**src/rtl/stopwatch_pkg.sv**
```systemverilog
// Shared types and defaults for the BCD stopwatch engine.
package stopwatch_pkg;

    typedef enum logic [0:0] {
        SW_STOPPED = 1'b0,
        SW_RUNNING = 1'b1
    } sw_state_e;

    typedef logic [3:0] bcd_t;

    // Nibble i holds the maximum value of digit i (99.99-style cascade: 9,9,5,9).
    localparam logic [31:0] DEFAULT_MAX_VEC = 32'h0000_9599;

endpackage

```
**src/rtl/bcd_stopwatch_core_tick_prescaler.sv**
```systemverilog
// Tick prescaler: counts 0..DIV-1 while enabled, holds while disabled,
// and flags the count step in the same cycle the terminal value is reached.
module tick_prescaler #(
    parameter int DIV = 4
) (
    input  logic clk,
    input  logic reset,
    input  logic clear,
    input  logic en,
    output logic step_o
);

    localparam int PW = $clog2(DIV);
    localparam logic [PW-1:0] LAST = PW'(DIV - 1);
    localparam logic [PW-1:0] ONE  = PW'(1);

    logic [PW-1:0] r_pre;

    // The step must take effect on the same edge as the terminal count, so it is combinational.
    assign step_o = en & (r_pre == LAST);

    // Prescaler count: cleared synchronously, wraps on step, frozen while not enabled.
    always_ff @(posedge clk or posedge reset) begin
        if (reset) begin
            r_pre <= {PW{1'b0}};
        end else if (clear) begin
            r_pre <= {PW{1'b0}};
        end else if (step_o) begin
            r_pre <= {PW{1'b0}};
        end else if (en) begin
            r_pre <= r_pre + ONE;
        end else begin
            r_pre <= r_pre;
        end
    end

endmodule

```
**src/rtl/bcd_stopwatch_core.sv**
```systemverilog
// BCD stopwatch engine: prescaled tick, cascaded BCD digits with per-digit
// modulus, start/stop, lap freeze, up/down count, wrap or saturate-and-stop.
module bcd_stopwatch_core
    import stopwatch_pkg::*;
#(
    parameter int          CLK_HZ     = 100_000_000,
    parameter int          TICK_HZ    = 100,
    parameter int          NUM_DIGITS = 4,
    parameter logic [31:0] MAX_VEC    = DEFAULT_MAX_VEC,
    parameter bit          WRAP       = 1'b1
) (
    input  logic                    clk,
    input  logic                    reset,
    input  logic                    start_stop,
    input  logic                    lap,
    input  logic                    clear,
    input  logic                    down,
    output logic [4*NUM_DIGITS-1:0] digits_o,
    output logic                    running_o,
    output logic                    lap_o,
    output logic                    tick_o,
    output logic                    ovf_o
);

    localparam int DIV = CLK_HZ / TICK_HZ;
    localparam int DW  = 4 * NUM_DIGITS;

    sw_state_e       r_state;
    sw_state_e       w_state_nxt;
    logic [DW-1:0]   r_live;
    logic [DW-1:0]   r_snap;
    logic [DW-1:0]   r_disp;
    logic [DW-1:0]   w_live_step;
    logic [DW-1:0]   w_live_nxt;
    logic [DW-1:0]   w_snap_nxt;
    logic            r_lap;
    logic            r_ovf;
    logic            r_tick;
    logic            r_running;
    logic            w_lap_nxt;
    logic            w_ovf_nxt;
    logic            w_run;
    logic            w_pre_step;
    logic            w_step;
    logic            w_overflow;
    logic [NUM_DIGITS:0] w_cy;

    assign w_run = (r_state == SW_RUNNING);

    tick_prescaler #(
        .DIV    (DIV)
    ) u_prescaler (
        .clk    (clk),
        .reset  (reset),
        .clear  (clear),
        .en     (w_run),
        .step_o (w_pre_step)
    );

    // Clear outranks a count step landing on the same edge.
    assign w_step  = w_pre_step & ~clear;
    assign w_cy[0] = w_step;

    // Digit chain: w_cy carries (up) or borrows (down) from digit g into g+1.
    for (genvar g = 0; g < NUM_DIGITS; g++) begin : g_digit
        bcd_t w_max;
        bcd_t w_cur;
        logic w_at_end;

        assign w_max    = MAX_VEC[4*g +: 4];
        assign w_cur    = r_live[4*g +: 4];
        assign w_at_end = down ? (w_cur == 4'd0) : (w_cur == w_max);
        assign w_cy[g+1] = w_cy[g] & w_at_end;
        assign w_live_step[4*g +: 4] = !w_cy[g] ? w_cur :
                                       w_at_end ? (down ? w_max : 4'd0) :
                                       down     ? (w_cur - 4'd1) : (w_cur + 4'd1);
    end

    // A carry out of the last digit means every digit was already at its limit.
    assign w_overflow = w_cy[NUM_DIGITS];

    // Next-state for FSM, live count, lap snapshot and overflow flag.
    always_comb begin
        w_state_nxt = r_state;
        w_live_nxt  = r_live;
        w_snap_nxt  = r_snap;
        w_lap_nxt   = r_lap;
        w_ovf_nxt   = r_ovf;
        if (clear) begin
            w_state_nxt = SW_STOPPED;
            w_live_nxt  = {DW{1'b0}};
            w_snap_nxt  = {DW{1'b0}};
            w_lap_nxt   = 1'b0;
            w_ovf_nxt   = 1'b0;
        end else begin
            if (w_step && !(w_overflow && !WRAP)) begin
                w_live_nxt = w_live_step;
            end else begin
                w_live_nxt = r_live;
            end
            w_ovf_nxt = r_ovf | w_overflow;
            case (r_state)
                SW_STOPPED: begin
                    if (start_stop) begin
                        w_state_nxt = SW_RUNNING;
                    end else begin
                        w_state_nxt = SW_STOPPED;
                    end
                end
                SW_RUNNING: begin
                    if ((w_overflow && !WRAP) || start_stop) begin
                        w_state_nxt = SW_STOPPED;
                    end else begin
                        w_state_nxt = SW_RUNNING;
                    end
                end
                default: begin
                    w_state_nxt = SW_STOPPED;
                end
            endcase
            // Snapshot takes the value after any step on this same edge.
            if (lap && r_lap) begin
                w_lap_nxt = 1'b0;
            end else if (lap && w_run) begin
                w_lap_nxt  = 1'b1;
                w_snap_nxt = w_live_nxt;
            end else begin
                w_lap_nxt  = r_lap;
                w_snap_nxt = r_snap;
            end
        end
    end

    // State and registered outputs; display mux is registered from next-state values.
    always_ff @(posedge clk or posedge reset) begin
        if (reset) begin
            r_state   <= SW_STOPPED;
            r_live    <= {DW{1'b0}};
            r_snap    <= {DW{1'b0}};
            r_disp    <= {DW{1'b0}};
            r_lap     <= 1'b0;
            r_ovf     <= 1'b0;
            r_tick    <= 1'b0;
            r_running <= 1'b0;
        end else begin
            r_state   <= w_state_nxt;
            r_live    <= w_live_nxt;
            r_snap    <= w_snap_nxt;
            r_disp    <= w_lap_nxt ? w_snap_nxt : w_live_nxt;
            r_lap     <= w_lap_nxt;
            r_ovf     <= w_ovf_nxt;
            r_tick    <= w_step;
            r_running <= (w_state_nxt == SW_RUNNING);
        end
    end

    assign digits_o  = r_disp;
    assign running_o = r_running;
    assign lap_o     = r_lap;
    assign tick_o    = r_tick;
    assign ovf_o     = r_ovf;

endmodule
```
**config.mk**
```make
export PLATFORM = sky130hd
export DESIGN_NAME = bcd_stopwatch_core
export DESIGN_NICKNAME = d
export VERILOG_FILES = /design/src/rtl/stopwatch_pkg.sv /design/src/rtl/bcd_stopwatch_core_tick_prescaler.sv /design/src/rtl/bcd_stopwatch_core.sv
export SDC_FILE = /design/constraint.sdc
export NUM_CORES = 1
export LEC_CHECK = 0
export BUFFER_PORTS_ARGS = -buffer_cell sky130_fd_sc_hd__buf_2
export CAP_MARGIN = 20
export CORE_ASPECT_RATIO = 1.75
export CORE_UTILIZATION = 60
export DETAILED_ROUTE_END_ITERATION = 16
export PLACE_DENSITY = 0.79
export SLEW_MARGIN = 30
export SYNTH_ARGS = -nofsm -noshare
export SYNTH_HDL_FRONTEND = slang
export SYNTH_HIERARCHICAL = 1
export SYNTH_SLANG_ARGS = --single-unit
```
**constraint.sdc**
```tcl
create_clock -name clk -period 3.53 [get_ports clk]
set_clock_uncertainty 0.2 [all_clocks]
set_input_delay 0.353 -clock clk [delete_from_list [all_inputs] [get_ports clk]]
set_output_delay 0.353 -clock clk [all_outputs]
set_load 0.1 [all_outputs]
```
==> results_dict.tcl, run 1 <==
set metrics [dict create \
    start_util 0.620 \
    syn_area_um2 3830 \
    overflow 0 \
    holdPathEnd "running_o" \
    wl_met3_um 262 \
    peakVddDrop_mv 0.374 \
    ctsHtreeMaxLevel 3 \
    worst_pin_slew_ps 813 \
    seq_area_frac_synth 0.470 \
    die_width_um 62.4 \
    drv_slew 0 \
    fmax_ghz 0.311 \
    synthDistinctLibCells 60 \
    finalSetupTns_ps 0 \
    core_area_um2 6180 \
    finalSetupViolCount 0 \
    worst_hold_slack_ps 62.1 \
    wl_per_cell_um 17.4 \
    first_global_vias 3056 \
    hold_class "input port to register" \
    synth-edff-count 0 \
    endpoint_kind "register" \
    via_per_inst 6.16 \
    slew_headroom 0.457 \
    first_pass_iters 4 \
    drt_iter0_drc 190 \
    wl_met2_um 4810 \
    track_usage 0.282 \
    clock_latency_ps 360 \
    antenna_found_initial 0 \
    grt_max_degree 65 \
    rrSetupSlack_ps 310 \
    synth-async-reset-ratio 1.00 \
    layout_commonest_cell "dfrtp_1" \
    fin_area_um2 4250 \
    cp-start-kind "register" \
    run_status "completed" \
    antennaDiodeCount 0 \
    layout-drive-gt1-share 0.153 \
    drv_cap 0 \
    die_h_um 108 \
    avgSynthCellArea_um2 9.87 \
    rsz0062_at_grt "false" \
    grt_pass1_wl_um 14200 \
    r2r_start "u_prescaler/r_pre[6]" \
    crit_type "register to register" \
    synth-seq-cells 72 \
    rows 38 \
    netlist.area_leader.share 0.470 \
    crit_fanout 11 \
    min_period_ps 3220 \
    ys_top_cells_by_area "dfrtp_1, nor2_1, a211oi_1, xnor2_1, ha_1" \
    synth.largest_area_cell "dfrtp_1" \
    hold_viol 0 \
    ff2ff_path_depth 8 \
    wl_met1_um 3310 \
    path_clk_slew_ps 80 \
    wirelength_um 8700 \
    drcViolationCount 0 \
    cts_buffers 9 \
    synth_cells 388 \
    dpl_cell_area_um2 4020 \
    cts_root_buf "clkbuf_8" \
    area_delta_synth_final_pct 10.9 \
    crit_start "u_prescaler/r_pre[6]" \
    place_inst 482 \
    p_leak_nw 1.87 \
    synthFlopType "dfrtp_1" \
    min_from "start_stop" \
    routed.top_layer "met4" \
    route.vias.total 3072 \
    ant_nets 0 \
    pwr_density_cell_nw_per_um2 401 \
    layoutNonFillerInstCount 499 \
    cts_buffer_depth 2 \
    holdPathStages 3 \
    ios 26 \
    finalWeightedCongestion 0.875 \
    portBuffers 25 \
    cts_tree "built" \
    period_share 0.911 \
    final_cell_mix "dfrtp_1, nor2_1, buf_2, nand2_1" \
    layout.nets 433 \
    clkSinkCount 72 \
    hpwlAfterDp_um 6020 \
    reg2reg_to "digits_o[10]" \
    syn-num-nets 407 \
    dieArea_um2 6720 \
    cp_data_arrival_time_ps 3210 \
    required_ps 3530 \
    yosys_warnings 6 \
]
## cell type report
class	instances	area, µm²
multi-input cells	282	1880
well taps	80	100
clock buffers	11	151
fillers	489	1930
repair buffers	34	195
clock inverters	5	62.6
flip-flops and latches	72	1800
inverters	15	58.8
## kinds of logic (layout without fill, tap and decap cells)
logic type | after synthesis | in the layout | synth area share
fa+ha+maj | 13 | 13 | 0.0503
xor+xnor | 21 | 21 | 0.0480
simple gates | 151 | 151 | 0.207
buf+inv | 34 | 65 | 0.0402
mux | 5 | 5 | 0.0170
compound gates | 92 | 92 | 0.167
flops | 72 | 72 | 0.470
## metrics by stage
stage          utilization  setup slack (ps)  total power [mW]
2_1_floorplan            -              2.94             0.988
3_3_place_gp         0.650               459              1.02
3_5_place_dp         0.650               391              1.02
4_1_cts              0.687               326              1.72
5_1_grt              0.687               103              1.77
6_report             0.687               314              1.70
## registers in the layout, indices dropped and copies added (netlist names)
signal and cells:
lap_o 1, digits_o 16, r_snap 16, r_live 16, u_prescaler/r_pre 20, tick_o 1
running_o 1, ovf_o 1
## metal layers
| layer | up-vias | track usage |
|---|---|---|
| li1 | 1469 | - |
| met3 | 24 | 0.0583 |
| met1 | 1500 | 0.302 |
| met2 | 79 | 0.506 |
| met4 | 0 | 0.164 |
| met5 | - | 0 |
## timing repair
item                                   CTS  global route
setup buffers                            0             0
gates resized for setup                  0             0
endpoints found under the hold margin   60             0
hold buffers                             1             0
## worst max-delay path by stage
stage / endpoint / slack [ps] / depth (start not counted)
floorplan: digits_o[7] / 3 / 9
global placement: digits_o[7] / 460 / 8
detailed placement: r_snap[7] / 390 / 8
CTS: digits_o[10] / 330 / 8
global route: digits_o[10] / 100 / 9
finish: digits_o[10] / 310 / 8
## power breakdown
part / switching, mW / internal, mW / leakage, nW / total [mW]
registers: 0.00947 / 0.840 / 0.999 / 0.850
logic: 0.120 / 0.0390 / 0.771 / 0.159
clock network: 0.328 / 0.368 / 0.102 / 0.696
total: 0.457 / 1.25 / 1.87 / 1.70
## critical path: stages (launching register included)
cell and delay [ps]:
dfrtp_1 440, nor4_1 440, nand4_1 190, nor2_1 150, nor4b_1 320, a21bo_1 380, nor2_1 280, o21ai_0 160
a211oi_1 500
## synthesized netlist by cell type, types with 3 or more instances
library cell,instances
a211oi_1,21
a21o_1,6
a21oi_1,21
a311oi_1,5
buf_2,3
buf_6,3
clkbuf_1,12
dfrtp_1,72
fa_1,4
ha_1,9
inv_1,14
nand2_1,22
nand2b_1,3
nand3_1,5
nand4_1,10
nor2_1,59
nor2b_1,4
nor3_1,7
nor4_1,7
o211ai_1,5
o21ai_0,7
o41ai_1,5
or2_2,3
or3_1,5
or4_1,6
xnor2_1,13
xor2_1,8
Note: power is estimated with default switching activity, not from simulation.
==> run 2: changes to the inputs <==
CORE_UTILIZATION = 63   (was 60)
CTS_BUF_LIST = sky130_fd_sc_hd__clkbuf_4   (was default)
PLACE_DENSITY = 0.83   (was 0.79)
RECOVER_POWER = 100   (was default)
==> run 2 against run 1 <==
Against the previous run:
- the run now ends with max-capacitance violations, max-slew violations left
- combinational power about the same
- die area fell by 4.6%
- final area shrank 2.9%
- cell count down 0.20%
- highest routed layer unchanged
==> results_dict.tcl, run 2 (same netlist as run 1, synthesis figures left out) <==
set metrics [dict create \
    run_status "complete, but fails checks" \
    violations "max-capacitance violations, max-slew violations" \
    drt_iter0_drc 202 \
    dpl_cell_area_um2 4020 \
    wirelength_um 8780 \
    p_int_mw 1.09 \
    rrSetupSlack_ps 310 \
    dieArea_um2 6410 \
    ant_nets 0 \
    hpwlAfterDp_um 6170 \
    cts_resized 0 \
    clkSinkCount 72 \
    die_h_um 105 \
    path_clk_slew_ps 120 \
    finalSetupViolCount 0 \
    ctsHtreeMaxLevel 3 \
    layout.nets 434 \
    regMostFlops "u_prescaler/r_pre" \
    finalWeightedCongestion 0.932 \
    grt_max_degree 65 \
    min_from "lap" \
    largest_register_ff_count 20 \
    via_per_inst 6.27 \
    cts_tree "built" \
    cts_hold_buf 2 \
    rows 37 \
    period_share 0.911 \
    clock_latency_ps 430 \
    layout_commonest_cell "dfrtp_1" \
    overflow 0 \
    drcViolationCount 0 \
    cp_data_arrival_time_ps 3380 \
    drv_cap 1 \
    crit_fanout 6 \
    first_global_vias 3125 \
    core_area_um2 5880 \
    setup_ws_ps 313 \
    post-place-ws_ps 394 \
    first_pass_iters 7 \
    holdPathStages 4 \
    cts_buffer_depth 2 \
    cts_setup_buffers 0 \
    final_cell_mix "dfrtp_1, nor2_1, clkbuf_1, nand2_1" \
    ios 26 \
    ff2ff_path_depth 10 \
    netSwitchingFraction 0.287 \
    finalSetupTns_ps 0 \
    rsz0062_at_grt "false" \
    layout-drive-gt1-share 0.0786 \
    reg2reg_to "digits_o[12]" \
    worst_pin_slew_ps 1930 \
    clockPowerShare 0.341 \
    cp-start-kind "register" \
    power.total_mw 1.53 \
    antenna_found_initial 0 \
    hold_viol 0 \
    crit_type "register to register" \
    start_util 0.651 \
    pwr_density_cell_nw_per_um2 371 \
    final_util 0.701 \
    die_width_um 60.9 \
    min_period_ps 3220 \
    grt_pass1_wl_um 14100 \
    p_switching_mw 0.439 \
    sequentialPowerShare 0.556 \
    r2r_start "u_prescaler/r_pre[0]" \
    peakVddDrop_mv 0.364 \
    power_frac_comb 0.103 \
    area_delta_synth_final_pct 7.68 \
    drv_slew 53 \
    endpoint_kind "register" \
    track_usage 0.308 \
    required_ps 3690 \
    holdPathEnd "digits_o[3]" \
    wl_per_cell_um 17.6 \
    route.vias.total 3123 \
    p_leak_nw 1.73 \
    cts_root_buf "clkbuf_4" \
    cts_buffers 9 \
    fin_area_um2 4120 \
    fmax_ghz 0.311 \
    slew_headroom -0.287 \
    portBuffers 25 \
    antennaDiodeCount 0 \
    hold_class "input port to register" \
]
==> run 2: critical path, stage by stage, from the launching register on <==
cell	delay [ps]
dfrtp_1	440
ha_1	230
and3_1	220
nand4_1	120
nor2_1	160
nor4b_1	340
a21boi_0	360
clkbuf_1	300
nand4_1	200
a311oi_1	390
mux2_2	210
==> run 2: worst max-delay path by stage <==
stage | startpoint | to | slack (ps) | depth (start not counted)
floorplan | running_o | digits_o[7] | 3 | 9
global placement | u_prescaler/r_pre[0] | digits_o[15] | 550 | 9
detailed placement | u_prescaler/r_pre[0] | r_snap[7] | 390 | 9
CTS | u_prescaler/r_pre[0] | r_snap[7] | 380 | 9
global route | u_prescaler/r_pre[0] | r_snap[11] | 120 | 9
finish | u_prescaler/r_pre[0] | digits_o[12] | 310 | 10
==> run 2: power by group through the flow <==
stage | logic, mW | clock network (mW) | registers [mW]
2_1_floorplan | 0.0900 | 0 | 0.898
3_3_place_gp | 0.155 | 0 | 0.865
3_5_place_dp | 0.160 | 0 | 0.866
4_1_cts | 0.162 | 0.534 | 0.850
5_1_grt | 0.173 | 0.569 | 0.852
6_report | 0.158 | 0.523 | 0.851
==> run 2: metrics by stage <==
step | hold WS, ps | std cells
floorplan | 117 | 388
global placement | 280 | 480
detailed placement | 288 | 480
CTS | 63.2 | 498
global route | 90.5 | 498
finish | 94.9 | 498
==> run 2: area by class of cell <==
class	count	area, µm²
clock inverter	7	71.3
inverter	15	56.3
sequential	72	1800
tap	78	97.6
multi-input combinational	282	1870
timing repair buffer	35	156
fill	491	1760
clock buffer	9	67.6
==> run 2: routing by layer <==
metal	GRT usage	part of all wire	vias to the layer above
li1	-	-	1470
met1	0.330	0.38	1534
met2	0.542	0.55	88
met3	0.0582	0.032	31
met4	0.164	0.045	0
met5	0	0	-
